$ cat src/rtl/serial_adder_pkg.sv
`default_nettype none
// ============================================================================
//  Module      : serial_adder_pkg
//  Description : Shared types and limits for the bit-serial adder/subtractor.
//                - state_t : FSM state encoding (IDLE, RUN, DONE)
//                - c_WIDTH_MIN / c_WIDTH_MAX : legal operand width range
//  Revision    : 1.0 - initial release
// ============================================================================
package serial_adder_pkg;

    typedef enum logic [1:0] {
        IDLE = 2'd0,
        RUN  = 2'd1,
        DONE = 2'd2
    } state_t;

    localparam int c_WIDTH_MIN = 2;
    localparam int c_WIDTH_MAX = 64;

endpackage : serial_adder_pkg
`default_nettype wire

$ cat src/rtl/halfadder.sv
`default_nettype none
// ============================================================================
//  Module      : halfadder
//  Description : 1-bit half adder.
//  Ports       : a, b  - input bits
//                s     - sum bit (a ^ b)
//                c     - carry bit (a & b)
//  Revision    : 1.0 - initial release
// ============================================================================
module halfadder (
    input  logic a,
    input  logic b,
    output logic s,
    output logic c
);

    assign s = a ^ b;
    assign c = a & b;

endmodule : halfadder
`default_nettype wire

$ cat src/rtl/serial_adder_full_adder.sv
`default_nettype none
// ============================================================================
//  Module      : full_adder
//  Description : 1-bit full adder built from two half adders and an OR gate.
//                This cell is the only arithmetic in the serial adder.
//  Ports       : a, b  - operand bits
//                ci    - carry in
//                s     - sum bit
//                co    - carry out
//  Revision    : 1.0 - initial release
// ============================================================================
module full_adder (
    input  logic a,
    input  logic b,
    input  logic ci,
    output logic s,
    output logic co
);

    logic w_s0;
    logic w_c0;
    logic w_c1;

    halfadder u_ha0 (
        .a (a),
        .b (b),
        .s (w_s0),
        .c (w_c0)
    );

    halfadder u_ha1 (
        .a (w_s0),
        .b (ci),
        .s (s),
        .c (w_c1)
    );

    // The two half-adder carries can never both be 1, so OR is sufficient.
    assign co = w_c0 | w_c1;

endmodule : full_adder
`default_nettype wire

$ cat src/rtl/serial_adder.sv
`default_nettype none
// ============================================================================
//  Module      : serial_adder
//  Description : Bit-serial WIDTH-bit adder/subtractor. One bit per clock,
//                LSB first, through a single full-adder cell. Start/done
//                handshake, WIDTH clocks of latency.
//  Ports       : clk      - clock, rising edge
//                rst_n    - synchronous active-low reset
//                start    - request operation (sampled in IDLE only)
//                sub      - 0: a+b, 1: a-b (sampled with start)
//                a, b     - operands (captured on accepted start)
//                busy     - operation in progress
//                done     - one-cycle pulse with a new result
//                sum      - result, held until next completion
//                carry    - carry out of MSB (sub: 1 = no borrow)
//                overflow - two's-complement signed overflow
//  Revision    : 1.0 - initial release
// ============================================================================
module serial_adder #(
    parameter int WIDTH = 8
) (
    input  logic             clk,
    input  logic             rst_n,
    input  logic             start,
    input  logic             sub,
    input  logic [WIDTH-1:0] a,
    input  logic [WIDTH-1:0] b,
    output logic             busy,
    output logic             done,
    output logic [WIDTH-1:0] sum,
    output logic             carry,
    output logic             overflow
);

    import serial_adder_pkg::*;

    localparam int                 c_CNT_W       = $clog2(WIDTH);
    localparam logic [c_CNT_W-1:0] c_CNT_LAST    = c_CNT_W'(WIDTH - 1);
    // Edge on which the cell produces the carry that feeds the MSB.
    localparam logic [c_CNT_W-1:0] c_CNT_MSB_CIN = c_CNT_W'(WIDTH - 2);

    if (WIDTH < c_WIDTH_MIN || WIDTH > c_WIDTH_MAX) begin : g_width_illegal
        $error("serial_adder: WIDTH must be between 2 and 64");
    end

    state_t             r_state;
    state_t             w_state_next;
    logic [WIDTH-1:0]   r_a;
    logic [WIDTH-1:0]   r_b;
    logic [WIDTH-1:0]   r_res;
    logic [c_CNT_W-1:0] r_cnt;
    logic               r_c;
    logic               r_msb_cin;
    logic               r_busy;
    logic               r_done;
    logic [WIDTH-1:0]   r_sum;
    logic               r_carry;
    logic               r_overflow;

    logic               w_fa_s;
    logic               w_fa_co;
    logic [WIDTH-1:0]   w_res_next;
    logic               w_last;

    full_adder u_fa (
        .a  (r_a[0]),
        .b  (r_b[0]),
        .ci (r_c),
        .s  (w_fa_s),
        .co (w_fa_co)
    );

    // Result bits enter at the MSB so that after WIDTH shifts bit 0 sits at
    // position 0.
    assign w_res_next = {w_fa_s, r_res[WIDTH-1:1]};
    assign w_last     = (r_cnt == c_CNT_LAST);

    always_comb begin
        w_state_next = r_state;
        case (r_state)
            IDLE:    if (start)  w_state_next = RUN;
            RUN:     if (w_last) w_state_next = DONE;
            DONE:                w_state_next = IDLE;
            default:             w_state_next = IDLE;
        endcase
    end

    always_ff @(posedge clk) begin
        if (!rst_n) begin
            r_state    <= IDLE;
            r_a        <= '0;
            r_b        <= '0;
            r_res      <= '0;
            r_cnt      <= '0;
            r_c        <= 1'b0;
            r_msb_cin  <= 1'b0;
            r_busy     <= 1'b0;
            r_done     <= 1'b0;
            r_sum      <= '0;
            r_carry    <= 1'b0;
            r_overflow <= 1'b0;
        end else begin
            r_state <= w_state_next;
            // Status flags follow the next state so they are valid in the
            // same cycle as the state they describe.
            r_busy  <= (w_state_next == RUN);
            r_done  <= (w_state_next == DONE);

            case (r_state)
                IDLE: begin
                    if (start) begin
                        r_a   <= a;
                        // Subtraction is a + ~b + 1; the +1 rides in on the
                        // initial carry.
                        r_b   <= sub ? ~b : b;
                        r_c   <= sub;
                        r_cnt <= '0;
                    end
                end
                RUN: begin
                    r_res <= w_res_next;
                    r_a   <= r_a >> 1;
                    r_b   <= r_b >> 1;
                    r_c   <= w_fa_co;
                    if (r_cnt == c_CNT_MSB_CIN) begin
                        r_msb_cin <= w_fa_co;
                    end
                    if (w_last) begin
                        r_sum      <= w_res_next;
                        r_carry    <= w_fa_co;
                        r_overflow <= r_msb_cin ^ w_fa_co;
                    end else begin
                        r_cnt <= r_cnt + c_CNT_W'(1);
                    end
                end
                default: ;
            endcase
        end
    end

    assign busy     = r_busy;
    assign done     = r_done;
    assign sum      = r_sum;
    assign carry    = r_carry;
    assign overflow = r_overflow;

endmodule : serial_adder
`default_nettype wire

$ cat config.mk
export PLATFORM = sky130hd
export DESIGN_NAME = serial_adder
export DESIGN_NICKNAME = d
export VERILOG_FILES = /design/src/rtl/serial_adder_pkg.sv /design/src/rtl/halfadder.sv /design/src/rtl/serial_adder_full_adder.sv /design/src/rtl/serial_adder.sv
export SDC_FILE = /design/constraint.sdc
export NUM_CORES = 1
export LEC_CHECK = 0
export ABC_AREA = 0
export CAP_MARGIN = 20
export CORE_UTILIZATION = 30
export CTS_BUF_LIST = sky130_fd_sc_hd__clkbuf_2
export DETAILED_ROUTE_END_ITERATION = 10
export HOLD_SLACK_MARGIN = 0.05
export MAX_ROUTING_LAYER = met4
export PLACE_DENSITY = 0.55
export REMOVE_ABC_BUFFERS = 1
export SLEW_MARGIN = 20
export SYNTH_ARGS = -nofsm -noshare
export SYNTH_HDL_FRONTEND = slang
export SYNTH_SLANG_ARGS = --single-unit
$ cat constraint.sdc
create_clock -name clk -period 1.56 [get_ports clk]
set_clock_uncertainty 0.15 [all_clocks]
set_input_delay 0.156 -clock clk [delete_from_list [all_inputs] [get_ports clk]]
set_output_delay 0.156 -clock clk [all_outputs]
set_load 0.01 [all_outputs]
[After elaboration in Yosys (flattened, before gate mapping)]
Index checks and enable logic that the tools add are counted.
Storage, ports and cells
  bits in registers: 43
  bits of input ports: 20
  output and inout bits: 12
  logic and storage cells: 46
Operators by class
  add/sub/neg operators: 1
  equality and inequality tests: 7
  mux-type cells: 13
  bitwise operators: 7
  reductions and logical operators: 6
Operator list (count)
  one-hot mux 8 bit (2 select lines): 2
  two-way mux 8 bit: 3
  NOT 8 bit: 1
  equality test 3 bit, second input constant: 2
  two-way mux 3 bit: 2
  one-hot mux 3 bit (2 select lines): 1
  AND reduction 2 bit: 3
  equality test 2 x 1 -> 1 bit, second input constant: 2
  two-way mux 2 bit: 2
  != test 2 bit, second input constant: 2
  one-hot mux 2 bit (2 select lines): 1
  adder 3 x 1 -> 3 bit, second input constant: 1
  AND reduction 3 bit: 1
  bitwise XOR 1 bit: 3
  bitwise AND 1 bit: 2
  equality test 2 bit, second input constant: 1
  zero test 2 bit: 1
  one-hot mux 1 bit (2 select lines): 1
  nonzero test 2 bit: 1
  two-way mux 1 bit: 1
  OR 1 bit: 1

[Logic depth before layout (Yosys ltp)]
  depth after elaboration: 4
  mapped depth: 7
  mapped depth without buffers: 5

[Cells and area by module]
From an unflattened synthesis, not the netlist that was laid out.
Second synthesis, totals
  cells, all modules: 205
  area, all modules: 1765.4 um^2
By module, submodules not included
  serial_adder: times used 1, cells each 202, area each 1734.2 um^2, sequential area each 840.8 um^2
  halfadder: times used 2, cells each 1, area each 12.5 um^2, sequential area each 0.0 um^2
  full_adder: times used 1, cells each 1, area each 6.3 um^2, sequential area each 0.0 um^2

[Least setup slack after synthesis]
OpenSTA, ideal clock, no wires.
  path kind: reg-to-reg
  from: reg r_cnt[0]
  to: reg r_overflow, in the netlist overflow
  setup time: 0.116 ns
  data arrival time: 1.385 ns
  required time: 1.294 ns
  slack: -0.091 ns
  cell stages (with the launch flop): 7
  path buffers: 2
  period minus slack after synthesis: 1.651 ns
  cell sequence: dfxtp_1 ha_1 ha_1 buf_2 and3b_1 buf_2 o211a_1
Between the ends
  word-level cells in the longest chain between the ends: 2
Ends and longest elaborated chain
  from (decl): RTL line serial_adder.sv:51  | logic [c_CNT_W-1:0] r_cnt;
  from (signal assigned): RTL line serial_adder.sv:133  | r_cnt <= r_cnt + c_CNT_W'(1);
  equality test 3 bit: RTL line serial_adder.sv:76  | assign w_last = (r_cnt == c_CNT_LAST);
  AND reduction 2 bit (no source line)
  to (signal assigned): RTL line serial_adder.sv:131  | r_overflow <= r_msb_cin ^ w_fa_co;
  to (decl): RTL line serial_adder.sv:58  | logic r_overflow;
Every way passes these cells.
A chain may end at the register's enable or synchronous reset.

[Worst setup path in the final report]
  from: reg r_cnt[0]
  to: reg r_cnt[2]
Between the ends
  word-level cells in the longest chain between the ends: 3
  elaborated cells between the ends (all ways): 6
  classes of those cells: 1 x add/sub; 2 x eq/ne; 2 x mux; 1 x reduce/logical
Ends and longest elaborated chain (RTL line)
  adder 3 x 1 -> 3 bit or equality test 3 bit (tied branches): serial_adder.sv:133, serial_adder.sv:76
  two-way mux 3 bit or != test 2 bit (tied branches)
  one-hot mux 3 bit (2 select lines) or AND reduction 3 bit (tied branches)
Several ways; a longest one is shown, not always the timed one. The select of a mux whose other input is x is not followed.

==> impl_metrics.toml <==
[worst_setup_path]
r2r_slack_ns = 0.05
cpMostUsedCell = "ha_4"
r2r_cells = 6
crit_path_end_kind = "flip-flop"
r2r-end = "r_cnt[2]$_SDFFE_PN0P_"
startpoint_type = "flip-flop"
cp_max_fo = 6
critPathMaxStageDelay_ns = 0.39
path_cells = "ha_4 -> ha_4 -> buf_6 -> nor4bb_1 -> a31oi_1 -> a21boi_1"
required_ns = 1.77
crit_slowest_cell = "dfxtp_2"
reg2reg_from = "r_cnt[0]$_SDFFE_PN0P_"
critPathArrivalTime_ns = 1.72
crit_type = "reg2reg"

[yosys]
yosysWarnings = 0
yosysTopAreaCell = "dfxtp_1"
synth_top_cell_area_share = 0.468
avgSynthCellArea_sq_um = 8.76
ys_seq_area_frac = 0.468
synth.most_common_cell = "nand2_1"
syn_area_sq_mm = 0.00180
ys_async_sr_fraction = 0
synth-main-ff-cell = "dfxtp_1"
synth_edf_count = 0
syn_inst = 205
ys_top_cells_by_count = "nand2_1, dfxtp_1, a21boi_0"
synth-seq-cells = 42
synth_cell_types = 38
synth_area_leaders = "dfxtp_1, nand2_1, a21boi_0"

[min_path]
worstHoldPathCells = 3
whs_endpoint = "r_a[7]$_SDFFE_PN0P_"
hold_path.class = "in2reg"
worstHoldStart = "a[7]"

[sta]
tightest_slew_ns = 0.310
post-route-period-util = 0.969
fin_tns_setup_ns = 0
fmax_ghz = 0.661
fin_crit_ns = 1.51
drv_slew = 0
hold_viol = 0
maxSlewHeadroom = 0.793
finalSetupViolCount = 0
rsz0062_at_grt = "true"

[cells_and_area]
drive_gt1_frac = 0.180
nets = 273
area_growth_pct = 32.5
n_antenna_cell = 0
utilization = 0.422

[global_routing]
track_usage = 0.140
grt_max_degree = 29
grt_first_pass_wirelength_mm = 6.67
gr-total-overflow = 0
antenna_found_initial = 0
grt_pass1_vias = 1428

[floorplanning]
die_area_sq_mm = 0.00630
core_area_sq_mm = 0.00564
die_x_microns = 79.4
rows = 27
die-height_microns = 79.4
start_util = 0.318
ioPinCount = 32

[placement]
io_buffer_count = 31
gp_congestion = 0.761
dp_hpwl_mm = 2.68

[cts]
clk_latency_ns = 0.40
cts_max_path_buffers = 2
cts_tree = "yes"
htree_levels = 2
cts_hold_buf = 0
clk_pin_slew_ns = 0.22
cts_sinks = 42
cts_buffers = 5
root_buffer = "clkbuf_2"

[run]
drv_cap = 0

[route]
drtPass1Iterations = 4
ant_nets = 0
drt_wl_total_mm = 3.93
wl_per_cell_microns = 12.2
drtIter0Drc = 88
route.detailed.drc = 0
via_count = 1539
vias_per_cell = 4.78

[power_and_ir_drop]
irDropWorstVdd_v = 0.000406
pwr_density_cell_mw_per_mm2 = 797
p_leak_nw = 0.931

[run_status]
status = "finished, final reports clean"
cells by family after synthesis:
logic type,Yosys count,share of synthesized area
fa+ha+maj,4,0.0320
xor+xnor,9,0.0439
compound gates,61,0.234
buf+inv,17,0.0425
flops,42,0.468
simple gates,72,0.180
power by group:
group	total, mW	switching (mW)	internal, mW	leakage, nW
registers	1.15	0.0263	1.12	0.349
logic	0.285	0.133	0.152	0.551
clock network	0.461	0.351	0.110	0.0304
routing by layer:
metal  vias up  global-route usage  part of all wire
met2        37               0.214              0.44
met4         0              0.0545             0.017
met1       690               0.180              0.48
met3         8              0.0309             0.054
li1        804                   -                 -
met5         -                   -                 0
state kept, by name, indices dropped and copies added, names as in the netlist:
signal     count
r_c            1
done           1
carry          1
busy           1
r_cnt          3
r_res          7
r_b            8
r_state        2
sum            8
r_a            8
overflow       1
r_msb_cin      1
worst max-delay path by stage:
stage / startpoint / end / slack, ns / cells after the start
finish: r_cnt[0]$_SDFFE_PN0P_ / r_cnt[2]$_SDFFE_PN0P_ / 0.05 / 6
global route: r_cnt[1]$_SDFFE_PN0P_ / r_cnt[2]$_SDFFE_PN0P_ / -0.005 / 6
detailed placement: r_cnt[0]$_SDFFE_PN0P_ / sum[6]$_SDFFE_PN0P_ / -0.06 / 5
floorplan: r_cnt[0]$_SDFFE_PN0P_ / overflow$_SDFFE_PN0P_ / -0.04 / 5
CTS: r_cnt[0]$_SDFFE_PN0P_ / r_cnt[0]$_SDFFE_PN0P_ / 0.02 / 5
global placement: start / r_b[7]$_SDFFE_PN0P_ / -0.03 / 4
layout by cell type, fill, tap and decap left out, types with 2 or more instances in the layout:
cell type,n
clkdlybuf4s50_1,19
nand2b_1,2
nand4_1,2
o211ai_1,2
dfxtp_2,14
buf_4,16
buf_12,2
inv_1,2
a21boi_1,2
nand3_1,3
and3_1,2
o221ai_1,5
dlygate4sd2_1,12
xor2_1,7
nand2_1,52
and2_1,2
a21oi_1,8
o21ai_0,10
a21boi_0,20
nor2_1,3
o22ai_1,6
dfxtp_1,28
ha_4,2
o2bb2ai_1,2
xnor2_1,2
clkbuf_2,6
stage by stage:
step	power, mW	hold slack (ns)	worst slack (ns)	area [sq um]	cells
global placement	1.46	0.301	-0.0338	2270	311
global route	2.00	0.198	-0.00504	2380	322
finish	1.90	0.197	0.0481	2380	322
CTS	1.93	0.162	0.0225	2330	320
detailed placement	1.46	0.304	-0.0587	2270	311
floorplan	1.30	0.128	-0.0417	1730	191
worst max-delay path: cells and delay by family (launching register included):
kind / cells / cell delay, ns
fa+ha+maj: 2 / 0.33
buf+inv: 1 / 0.13
compound gates: 2 / 0.20
simple gates: 1 / 0.28
flops: 1 / 0.39
area by class of cell:
| cell class | count | area [sq um] |
|---|---|---|
| flip-flops and latches | 42 | 858 |
| multi-input cells | 147 | 915 |
| well taps | 72 | 90.1 |
| clock buffers | 6 | 30.0 |
| fillers | 586 | 3260 |
| inverters | 3 | 11.3 |
| repair buffers | 50 | 467 |
| clock inverters | 2 | 8.76 |
repair_timing:
item / 4_1_cts / 5_1_grt
endpoints found under the setup margin: 24 / 12
gates cloned: 0 / 1
resized for setup: 26 / 7
buffers inserted: 1 / 1
pin swaps: 2 / 2
Power figures use the tool's default switching activity.
